## config.mk

```make
export PLATFORM = sky130hd
export DESIGN_NAME = mem_arbiter
export DESIGN_NICKNAME = d
export VERILOG_FILES = /design/src/rtl/mem_arbiter.sv
export SDC_FILE = /design/constraint.sdc
export NUM_CORES = 1
export LEC_CHECK = 0
export ABC_AREA = 1
export CAP_MARGIN = 20
export CORE_AREA = 10 10 112 114
export DETAILED_ROUTE_END_ITERATION = 12
export DIE_AREA = 0 0 122 124
export HOLD_SLACK_MARGIN = 0.08
export PLACE_DENSITY = 0.72
export SLEW_MARGIN = 25
export SYNTH_ARGS = -nofsm -noshare
export SYNTH_HDL_FRONTEND = slang
export SYNTH_SLANG_ARGS = --single-unit
export TNS_END_PERCENT = 50
```

## constraint.sdc

```tcl
create_clock -name clk -period 2.4 [get_ports clk]
set_clock_uncertainty 0.15 [all_clocks]
set_input_delay 0.48 -clock clk [delete_from_list [all_inputs] [get_ports clk]]
set_output_delay 0.48 -clock clk [all_outputs]
set_load 0.02 [all_outputs]
```

## src/rtl/mem_arbiter.sv

```systemverilog
// Two-port arbiter sharing one single-ported synchronous 32-bit memory (1-cycle read latency).
// Define MEM_ARB_ROUND_ROBIN_EN for alternating contested grants; otherwise port 0 has fixed priority.
module mem_arbiter #(
    parameter int ADDR_WIDTH = 32,
    parameter int MAX_WAIT   = 4
) (
    input  logic                  clk,
    input  logic                  rstn,

    input  logic                  m0_valid,
    input  logic                  m0_write,
    input  logic [3:0]            m0_wmask,
    input  logic [31:0]           m0_wdata,
    input  logic [ADDR_WIDTH-1:0] m0_addr,
    output logic                  m0_ready,
    output logic                  m0_rvalid,
    output logic [31:0]           m0_rdata,

    input  logic                  m1_valid,
    input  logic                  m1_write,
    input  logic [3:0]            m1_wmask,
    input  logic [31:0]           m1_wdata,
    input  logic [ADDR_WIDTH-1:0] m1_addr,
    output logic                  m1_ready,
    output logic                  m1_rvalid,
    output logic [31:0]           m1_rdata,

    output logic                  mem_valid,
    output logic                  mem_write,
    output logic [3:0]            mem_wmask,
    output logic [31:0]           mem_wdata,
    output logic [ADDR_WIDTH-1:0] mem_addr,
    input  logic [31:0]           mem_rdata
);

    // Handshake: a request transfers in the cycle where valid && ready; the master holds
    // all request fields stable until then. A read answers with rvalid exactly one cycle
    // after its transfer; a write has no response, ready is its completion.

    localparam logic [3:0] MAX_WAIT_W = 4'(MAX_WAIT);

    logic       last_q, last_d;
    logic [3:0] wait0_q, wait0_d;
    logic [3:0] wait1_q, wait1_d;
    logic [1:0] rtag_q, rtag_d;

    logic contested;
    logic starve0;
    logic starve1;
    logic gnt0;
    logic gnt1;

    always_comb begin
        contested = m0_valid & m1_valid;
        starve0   = (wait0_q >= MAX_WAIT_W);
        starve1   = (wait1_q >= MAX_WAIT_W);
        gnt0      = 1'b0;
        gnt1      = 1'b0;

        if (m0_valid && !m1_valid) begin
            gnt0 = 1'b1;
        end else if (m1_valid && !m0_valid) begin
            gnt1 = 1'b1;
        end else if (contested) begin
            // Starvation overrides the policy; port 0 wins if both are starved.
            if (starve0) begin
                gnt0 = 1'b1;
            end else if (starve1) begin
                gnt1 = 1'b1;
            end else begin
`ifdef MEM_ARB_ROUND_ROBIN_EN
                gnt0 = last_q;
                gnt1 = ~last_q;
`else
                gnt0 = 1'b1;
`endif
            end
        end
    end

    always_comb begin
        m0_ready  = gnt0;
        m1_ready  = gnt1;
        mem_valid = gnt0 | gnt1;
        mem_write = gnt1 ? m1_write : m0_write;
        mem_wmask = gnt1 ? m1_wmask : m0_wmask;
        mem_wdata = gnt1 ? m1_wdata : m0_wdata;
        mem_addr  = gnt1 ? m1_addr  : m0_addr;

        m0_rdata  = mem_rdata;
        m1_rdata  = mem_rdata;
        m0_rvalid = rtag_q[0];
        m1_rvalid = rtag_q[1];
    end

    always_comb begin
        last_d = contested ? gnt1 : last_q;

        wait0_d = 4'd0;
        if (m0_valid && !gnt0) begin
            wait0_d = (wait0_q == 4'hF) ? 4'hF : wait0_q + 4'd1;
        end

        wait1_d = 4'd0;
        if (m1_valid && !gnt1) begin
            wait1_d = (wait1_q == 4'hF) ? 4'hF : wait1_q + 4'd1;
        end

        rtag_d = {gnt1 & ~m1_write, gnt0 & ~m0_write};
    end

    // Reset drops any outstanding read response; it is never replayed.
    always_ff @(posedge clk or negedge rstn) begin
        if (!rstn) begin
            last_q  <= 1'b1;
            wait0_q <= 4'd0;
            wait1_q <= 4'd0;
            rtag_q  <= 2'b00;
        end else begin
            last_q  <= last_d;
            wait0_q <= wait0_d;
            wait1_q <= wait1_d;
            rtag_q  <= rtag_d;
        end
    end

endmodule

```

==> impl_metrics.env <==
export IMPL_run_status="completed"
export IMPL_grt_pass1_vias=3023
export IMPL_min_period_ns=2.32
export IMPL_numCtsBuffers=3
export IMPL_core_um2=10200
export IMPL_pre_cts_ws_ns=-0.516
export IMPL_cts_setup_buffers=0
export IMPL_vias=2937
export IMPL_ant_nets=0
export IMPL_die_h_um=124
export IMPL_rsz0062_at_grt="no"
export IMPL_min_delay_start="wait0_q[0]"
export IMPL_synth_cell_types=19
export IMPL_final_cell_count_no_fill=632
export IMPL_fin_crit_sh=0.967
export IMPL_yosysWarningCount=0
export IMPL_clock_latency_ns=0.24
export IMPL_p_leak_uw=0.00182
export IMPL_die_area_um2=15100
export IMPL_drt_iter0_drc=116
export IMPL_grt_pass1_wl_um=15800
export IMPL_setup_violations=0
export IMPL_gr_total_overflow=0
export IMPL_critPathSlowestCell="clkdlybuf4s15_1"
export IMPL_area_delta_synth_final_pct=74.9
export IMPL_die_w_um=122
export IMPL_min_delay_path_class="flip-flop to flip-flop"
export IMPL_netlist_instances=354
export IMPL_synth_top_cells_by_area="nand3_1, buf_4, nand2_1, dfrtp_1, buf_6"
export IMPL_hold_viol=0
export IMPL_grtUsageTotal=0.129
export IMPL_drive_gt1_frac=0.198
export IMPL_cts_root_buf="clkbuf_8"
export IMPL_synth_top_cells_by_count="nand3_1, nand2_1, buf_4"
export IMPL_antenna_found_initial=1
export IMPL_finalSetupTns_ns=0
export IMPL_start_util=0.205
export IMPL_min_to="wait0_q[0]"
export IMPL_syn_area_um2=2090
export IMPL_timing_rr_end="wait0_q[2]"
export IMPL_io_buffers=215
export IMPL_drtPass1Iterations=4
export IMPL_clock_path_buffers=2
export IMPL_rows=37
export IMPL_wl_per_cell_um=16.9
export IMPL_gp_congestion=0.983
export IMPL_holdBufCountCts=0
export IMPL_async_flop_share=1.00
export IMPL_cts_tree="built"
export IMPL_dp_cells=629
export IMPL_dpl_cell_area_um2=3960
export IMPL_powerDensity_nw_per_um2=284
export IMPL_drc_errors=0
export IMPL_synth_edf_count=0
export IMPL_r2r_slack_ns=1.03
export IMPL_required_ns=1.77
export IMPL_arrival_ns=1.69
export IMPL_cp_slowest_stage_delay_ns=0.30
export IMPL_fmax_ghz=0.431
export IMPL_h_tree_depth=1
export IMPL_crit_path_start_kind="input pin"
export IMPL_reg2reg_depth=5
export IMPL_worstPathMaxFanout=37
export IMPL_synth_seq_area_share=0.120
export IMPL_grt_start_max_net_pins=38
export IMPL_ys_ff_latch=10
export IMPL_slew_violations=0
export IMPL_yosys_most_used_dff="dfrtp_1"
export IMPL_synth_most_common_cell="nand3_1"
export IMPL_routed_wl_um=10700
export IMPL_antenna_cells=0
export IMPL_cp_common_cell="nand2_1"
export IMPL_synth_top_area_frac=0.335
export IMPL_whs_path_depth=1
export IMPL_layout_nets=674
export IMPL_syn_nets=530
export IMPL_stdcell_area_um2=3660
export IMPL_p_total_uw=1040
export IMPL_yosysTopAreaCell="nand3_1"
export IMPL_worstReg2RegStart="wait0_q[3]"
export IMPL_peakVddDrop_uv=148
export IMPL_maxCapViolCount=0
export IMPL_fin_ws_ns=0.0804
export IMPL_path_cells="dlygate4sd2_1 -> nand2_1 -> inv_2 -> nand3_2 -> buf_12 -> nand3_1 -> nand2_1 -> clkdlybuf4s15_1"
export IMPL_syn_avg_cell_area_um2=5.91
export IMPL_nFillCells=1128
export IMPL_critPathCaptureType="primary output"
export IMPL_crit_type="input pin to primary output"
export IMPL_via_per_inst=4.65
export IMPL_clkSinkCount=10
export IMPL_cts_reportedPaths_clkPinSlew_ns=0.05
export IMPL_io_pins=312
export IMPL_dp_hpwl_um=9100
## sequential cells by signal, summed over array words and instances, names as in the netlist
name,flops
wait0_q,4
wait1_q,4
rtag_q,2
## through the flow
| step | hold WS (ns) | util |
|---|---|---|
| floorplan | 0.0344 | - |
| global placement | 0.290 | 0.387 |
| detailed placement | 0.300 | 0.387 |
| CTS | 0.306 | 0.382 |
| global route | 0.324 | 0.358 |
| finish | 0.305 | 0.358 |
## area by class of cell
class,count,area (um2),area share
flip-flops and latches,10,250,0.0684
well taps,136,170,0.0465
clock buffers,3,41.3,0.0113
multi-input cells,242,1140,0.311
repair buffers,233,2030,0.555
inverters,8,30.0,0.00820
## how the worst max path moves through the flow
stage | from | endpoint | cells after the start
detailed placement | m0_valid | mem_wdata[23] | 8
floorplan | m1_valid | mem_addr[0] | 8
CTS | m0_valid | mem_wdata[19] | 8
global route | m0_valid | mem_wdata[2] | 8
global placement | m0_valid | mem_wdata[23] | 8
finish | m0_valid | mem_wdata[5] | 8
## worst max-delay path: cells and delay by family
family | cells | cell delay [ns]
buffers and inverters | 4 | 0.82
and+or+nand+nor | 4 | 0.38
## kinds of logic after synthesis
family,after synthesis,synth area share
AND/OR/NAND/NOR,229,0.504
flip-flops,10,0.120
buffers and inverters,102,0.337
AO/OA/AOI/OAI,9,0.0215
other,1,0.00179
adder cells (fa/ha/maj),2,0.0120
XOR/XNOR,1,0.00418
## timing repair
action	4_1_cts	5_1_grt
resized for setup	75	131
cloned	0	0
endpoints found under the setup margin	72	68
## per-layer routing
layer  global-route usage  routed length, um
met1                0.126               3510
met5                    0                 13
met2                0.220               5140
met4               0.0589                365
met3               0.0719               1620
## layout by cell type, fill, tap and decap left out
| cell | Yosys | final |
|---|---|---|
| a21oi_1 | 8 | 8 |
| buf_12 | 0 | 7 |
| buf_2 | 9 | 1 |
| buf_4 | 65 | 12 |
| clkbuf_2 | 0 | 66 |
| clkbuf_8 | 0 | 3 |
| clkdlybuf4s15_1 | 0 | 2 |
| clkdlybuf4s50_1 | 0 | 141 |
| conb_1 | 1 | 1 |
| dfrtp_1 | 10 | 10 |
| dlygate4sd2_1 | 0 | 4 |
| ha_1 | 2 | 2 |
| inv_1 | 5 | 5 |
| inv_2 | 3 | 3 |
| nand2_1 | 77 | 77 |
| nand2_2 | 4 | 4 |
| nand3_1 | 140 | 140 |
| nand3_2 | 1 | 1 |
| nor2_1 | 5 | 5 |
| nor3_1 | 1 | 1 |
| o21ai_0 | 1 | 1 |
| or2_2 | 1 | 1 |
| xnor2_1 | 1 | 1 |
## report_power, final
group	internal [uW]	leakage, uW	total, uW	switching (uW)
sequential	173	0.000135	175	2.03
clock	109	0.0000216	171	61.9
combinational	352	0.00166	692	340
(Power assumes the default switching activity.)
